<file path="config.mk">
export PLATFORM = sky130hd
export DESIGN_NAME = mbus_arb
export DESIGN_NICKNAME = d
export VERILOG_FILES = /design/src/rtl/mbus_arb.sv
export SDC_FILE = /design/constraint.sdc
export NUM_CORES = 1
export LEC_CHECK = 0
export ABC_AREA = 0
export CAP_MARGIN = 20
export CORE_AREA = 2 2 120 122
export DETAILED_ROUTE_END_ITERATION = 8
export DIE_AREA = 0 0 122 124
export PLACE_DENSITY = 0.67
export SLEW_MARGIN = 20
export SYNTH_ARGS = -nofsm -noshare
export SYNTH_HDL_FRONTEND = slang
export SYNTH_SLANG_ARGS = --single-unit
</file>
<file path="constraint.sdc">
create_clock -name clk -period 4.7 [get_ports clk]
set_clock_uncertainty 0.2 [all_clocks]
set_input_delay 0.94 -clock clk [delete_from_list [all_inputs] [get_ports clk]]
set_output_delay 0.94 -clock clk [all_outputs]
set_load 0.05 [all_outputs]
</file>
<file path="src/rtl/mbus_arb.sv">
// mbus_arb: arbitrates one memory bus between a CPU and a DMA master.
// DMA bursts start only on instruction boundaries and are capped per grant.
module mbus_arb #(
    parameter int WIDTH     = 32,
    parameter int ADDR_SIZE = 32,
    parameter int MAX_BURST = 8
) (
    input  logic                 clk,
    input  logic                 reset,
    input  logic [ADDR_SIZE-1:0] cpu_aout,
    input  logic [WIDTH-1:0]     cpu_dout,
    input  logic                 cpu_wen,
    input  logic                 cpu_boundary,
    output logic [WIDTH-1:0]     cpu_din,
    output logic                 cpu_stall,
    input  logic                 dma_req,
    input  logic [ADDR_SIZE-1:0] dma_aout,
    input  logic [WIDTH-1:0]     dma_dout,
    input  logic                 dma_wen,
    output logic                 dma_gnt,
    output logic [WIDTH-1:0]     dma_rdata,
    output logic                 dma_rvalid,
    output logic [ADDR_SIZE-1:0] mbus_aout,
    output logic [WIDTH-1:0]     mbus_dout,
    output logic                 mbus_wen,
    input  logic [WIDTH-1:0]     mbus_din,
    output logic [15:0]          grant_count
);

    typedef enum logic {
        S_CPU = 1'b0,
        S_DMA = 1'b1
    } state_t;

    localparam logic [7:0] LAST = 8'(MAX_BURST - 1);

    state_t           state_q;
    state_t           state_d;
    logic             hold_q;
    logic             hold_d;
    logic [7:0]       burst_q;
    logic [7:0]       burst_d;
    logic             rvalid_q;
    logic             rvalid_d;
    logic [WIDTH-1:0] rdata_q;
    logic [WIDTH-1:0] rdata_d;
    logic [15:0]      gcnt_q;
    logic [15:0]      gcnt_d;
    logic             xfer;
    logic             enter;
    logic             leave;

    // State register with synchronous active-low reset
    always_ff @(posedge clk) begin
        if (!reset) begin
            state_q <= S_CPU;
        end else begin
            state_q <= state_d;
        end
    end

    // Next-state: grant on an unheld boundary, release on idle or burst cap
    always_comb begin
        state_d = state_q;
        case (state_q)
            S_CPU: begin
                if (dma_req && cpu_boundary && !hold_q) begin
                    state_d = S_DMA;
                end
            end
            S_DMA: begin
                if (!dma_req || (burst_q == LAST)) begin
                    state_d = S_CPU;
                end
            end
            default: state_d = S_CPU;
        endcase
    end

    // Output mux: bus ownership follows the registered state only
    always_comb begin
        dma_gnt   = 1'b0;
        cpu_stall = 1'b0;
        mbus_aout = cpu_aout;
        mbus_dout = cpu_dout;
        mbus_wen  = cpu_wen;
        if (state_q == S_DMA) begin
            dma_gnt   = 1'b1;
            cpu_stall = 1'b1;
            mbus_aout = dma_aout;
            mbus_dout = dma_dout;
            mbus_wen  = dma_req & dma_wen;
        end
    end

    assign cpu_din     = mbus_din;
    assign dma_rdata   = rdata_q;
    assign dma_rvalid  = rvalid_q;
    assign grant_count = gcnt_q;

    assign xfer  = (state_q == S_DMA) && dma_req;
    assign enter = (state_q == S_CPU) && (state_d == S_DMA);
    assign leave = (state_q == S_DMA) && (state_d == S_CPU);

    // Datapath next values: hold flag, burst count, read return, grant count
    always_comb begin
        hold_d = hold_q;
        if (leave) begin
            hold_d = 1'b1;
        end else if ((state_q == S_CPU) && cpu_boundary) begin
            hold_d = 1'b0;
        end

        burst_d = 8'd0;
        if (xfer && (state_d == S_DMA)) begin
            burst_d = burst_q + 8'd1;
        end

        rvalid_d = xfer && !dma_wen;
        rdata_d  = rdata_q;
        if (rvalid_d) begin
            rdata_d = mbus_din;
        end

        gcnt_d = gcnt_q;
        if (enter && (gcnt_q != 16'hFFFF)) begin
            gcnt_d = gcnt_q + 16'd1;
        end
    end

    // Datapath registers with synchronous active-low reset
    always_ff @(posedge clk) begin
        if (!reset) begin
            hold_q   <= 1'b0;
            burst_q  <= 8'd0;
            rvalid_q <= 1'b0;
            rdata_q  <= '0;
            gcnt_q   <= 16'd0;
        end else begin
            hold_q   <= hold_d;
            burst_q  <= burst_d;
            rvalid_q <= rvalid_d;
            rdata_q  <= rdata_d;
            gcnt_q   <= gcnt_d;
        end
    end

endmodule
</file>
; Word level (Yosys, flattened, before mapping)
; Index checks and enable logic that the tools add are counted.
[totals]
reg_bits = 59
latchBits = 0
ram_bits = 0
rom_bits = 0
input_bits = 166
output_inout_bits = 148
wordCells = 37
n_memories = 0
[op_classes]
add_sub_neg = 2
multipliers = 0
div_mod_pow = 0
magnitude_cmp = 0
eq_ne = 2
shift = 0
n_mux = 9
bitwise_logic = 3
n_reduce_logical = 15
[ops]
columns = cell, count
row1 = $mux W32, 2
row2 = $add A16 B1 Y16 const B, 1
row3 = $ne A16 B16 Y1 const B, 1
row4 = $logic_and A1 B1 Y1, 9
row5 = $add A8 B1 Y8 const B, 1
row6 = $eq A8 B3 Y1 const B, 1
row7 = $mux W1, 6
row8 = $logic_not A1 Y1, 3
row9 = $not A1 Y1, 2
row10 = $pmux W1 S2, 1
row11 = $reduce_and A2 Y1, 1
row12 = $reduce_bool A2 Y1, 1
row13 = $and A1 B1 Y1, 1
row14 = $logic_or A1 B1 Y1, 1

; Logic depth before layout (Yosys ltp)
[logic_depth]
ltp_word = 7
depth_mapped = 7
depth_no_buf = 5

; Least setup slack after synthesis
; OpenSTA, ideal clock, no wires.
[synth_path]
kind = reg-to-output
startpoint = reg state_q
endpoint = out mbus_wen
arrival_ps = 2270
required_time_ps = 3560
path_slack_ps = 1290
path_stages_with_launch = 5
n_path_buf = 3
cell_sequence = dfxtp_1 buf_6 clkbuf_1 clkbuf_1 o21ai_0
[synth_between]
elab_chain_cells = 1
[synth_rtl]
columns = item, line_no
row1 = "start, declared", 37  ; state_t state_q;
row2 = "start signal, assigned", 58  ; state_q <= state_d;
row3 = $mux W1, 87  ; if (state_q == S_DMA) begin
row4 = "end, declared", 25  ; output logic mbus_wen,
; Every way passes these cells.

; Final worst setup path
[layout_path]
startpoint = reg state_q
endpoint = out mbus_aout[27]
[layout_between]
elab_chain_cells = 1
[layout_rtl]
columns = item, line_no
row1 = $mux W32, 87
row2 = "end, declared", 23  ; output logic [ADDR_SIZE-1:0] mbus_aout,
; Every way passes these cells.

==> results.md <==
- Commonest cells in the netlist: 73 x nand2_1, 64 x mux2_2, 59 x dfxtp_1
- Htree depth: 3
- Top cell type's share of synthesized area: 35.26%
- Placed Cells: 831
- Reg2Reg Depth: 4
- Reg2reg setup slack: 2.08 ns
- CP required: 3.56 ns
- Largest cells by area after synthesis: dfxtp_1 35%, mux2_2 22%, nand2_1 8.2%
- Row count: 43
- Hold Buf Count CTS: 0
- Average wire per standard cell: 16.92 um
- Cell taking the most area after synthesis: dfxtp_1
- Worst min path class: reg2reg
- Maximum number of pins on one net before global-route repair: 44
- Die width: 122 um
- Post_cts resized: 0
- CORE AREA: 13720 sq um
- Post-DP HPWL: 12170 um
- Register area share after synthesis: 35.26%
- Vias: 3796
- Setup Buffers After CTS: 0
- 1st-pass router iterations: 4
- Post-route insts no fill: 848
- Setup violators final: 0
- Kind of cell adding the most delay to the critical path: buffers and inverters
- Synthesized area per cell: 8.545 sq um
- RSZ-0062 raised after global routing: no
- WHS: 0.2432 ns
- I/O pins: 314
- Hold Vio Cnt, Final: 0
- RePlAce Congestion: 0.8258
- Area delta synth->final: 102.0%
- Final ANT Viol Nets: 0
- Global-route wire length before repair: 19710 um
- Crit path kind: reg2out
- Syn Std Cell Area: 3349 sq um
- Critical Path Sink: mbus_aout[27]
- Clk root buf: clkbuf_16
- Leak: 2.362 nW
- Worst slew pin tran: 0.8773 ns
- Clk buf depth: 2
- Post-synth cell types: 33
- PnR worst setup slack: 0.7684 ns
- Pwr Density: 276.5 nW/um^2
- Initial core utilization: 24.41%
- Most common cell in the netlist: nand2_1
- Vias in the first global route: 3536
- Vias per std cell: 4.476
- Worst Path Arrival: 2.79 ns
- GRT Util Overall: 17.56%
- Reg2reg end: grant_count[9]$_SDFFE_PN0P_
- IO buf count: 313
- Asr flop ratio synth: 0%
- Worst-path cell chain: buf_4, mux2_2, clkdlybuf4s50_1
- Crit. Startpoint: state_q$_SDFF_PN0_
- YS warnings: 0
- # DRC: 0
- CP max stage delay: 0.89 ns
- Worst-path clk slew: 0.05 ns
- Worst skew pair latency: 0.32 ns
- Max Cap Viol: 0
- Slew Viols, Final: 0
- CTS Buf Count: 9
- Setup TNS: 0 ns
- Slew headroom: 41.51%
- Nets: 831
- Top FF cell, synth: dfxtp_1
- Die H: 124 um
- WP buf/inv: 2
- Sinks on the clock net: 59
- DR iter-0 viols: 173
- GR Overflow Total: 0
- Fmax: 254.4 MHz
- Post-Route WL: 14350 um
- Crit-path max FO: 43
- Status: finished clean
- Post-route minimum period: 3.932 ns
- Peak VDD IR: 0.1412 mV
- Share of layout cells above drive strength 1: 13.02%
- Slowest-stage cell, CP: dfxtp_2
- Post-synthesis cell count: 392
- TritonCTS clock tree: done
- Die area: 15130 sq um
- Initial antenna violation count: 0
- CP Launch Type: flip-flop
- Syn_nets: 560
- EDFF count, synth: 0
- Pre-CTS WS: 1.048 ns
- N_diodes: 0
- Critical Path End Type: output pin
- Yosys reg bits: 59
- Tcrit/Tclk final: 83.65%
- Critical path depth: 3
- R2R Path Start: state_q$_SDFF_PN0_
[cell type report]
cell class,instances,area (sq um)
clock buffers,11,242.7
well taps,180,225.2
multi-input cells,272,1818
fillers,1275,6953
clock inverters,5,100.1
inverters,4,15.01
flip-flops and latches,59,1182
repair buffers,317,3183
[worst min path at each step]
stage | startpoint | to | slack (ns) | depth (start not counted)
5_1_grt | burst_q[0]$_SDFF_PN0_ | burst_q[0]$_SDFF_PN0_ | 0.26 | 1
2_1_floorplan | burst_q[0]$_SDFF_PN0_ | burst_q[0]$_SDFF_PN0_ | 0.21 | 1
3_3_place_gp | burst_q[0]$_SDFF_PN0_ | burst_q[0]$_SDFF_PN0_ | 0.22 | 1
3_5_place_dp | burst_q[0]$_SDFF_PN0_ | burst_q[0]$_SDFF_PN0_ | 0.24 | 1
4_1_cts | burst_q[0]$_SDFF_PN0_ | burst_q[0]$_SDFF_PN0_ | 0.25 | 1
6_report | burst_q[0]$_SDFF_PN0_ | burst_q[0]$_SDFF_PN0_ | 0.24 | 1
[registers in the layout, summed over array words and instances (netlist names)]
name	count
hold_q	1
grant_count	16
dma_rdata	32
dma_rvalid	1
burst_q	8
state_q	1
[power breakdown]
| group | total (mW) | switching [mW] | internal [mW] |
|---|---|---|---|
| sequential | 0.518 | 0.0103 | 0.508 |
| clock | 0.742 | 0.213 | 0.529 |
| combinational | 0.611 | 0.335 | 0.275 |
[layer usage]
layer,vias up,global-route usage [%],part of all wire [%]
li1,1882,-,-
met1,1691,17.23,34
met2,208,33.73,54
met3,15,6.090,11
met4,0,6.753,1.6
met5,-,0,0
[per-stage QoR]
stage	utilization, %	instance area (sq um)	total power, mW
after floorplan	-	3349	0.8692
after global placement	46.52	6382	1.137
after detailed placement	46.52	6382	1.139
after CTS	49.02	6725	1.893
after global routing	49.32	6766	1.934
final	49.32	6766	1.871
[layout by cell type, fill, tap and decap left out, types with 2 or more instances in the layout]
cell             instances
clkdlybuf4s50_1        313
nand2_1                 73
mux2_2                  64
dfxtp_1                 58
a21oi_1                 48
nand3_1                 12
nor2_1                  11
clkbuf_16                9
o21ai_0                  8
o31ai_1                  8
or4_1                    7
or3_1                    6
nand4_1                  5
and3_1                   5
inv_1                    4
xor2_1                   4
nor3_1                   3
bufinv_16                3
buf_4                    3
and4_1                   2
xnor2_1                  2
ha_1                     2
clkinv_2                 2
[cell families after synthesis]
kind of cell | after synthesis | share of synthesized area, %
fa+ha+maj | 2 | 0.7470
mux | 65 | 21.82
xor+xnor | 6 | 1.569
compound gates | 66 | 10.68
buf+inv | 61 | 10.94
simple gates | 133 | 18.98
flops | 59 | 35.26
(Power assumes the default switching activity.)
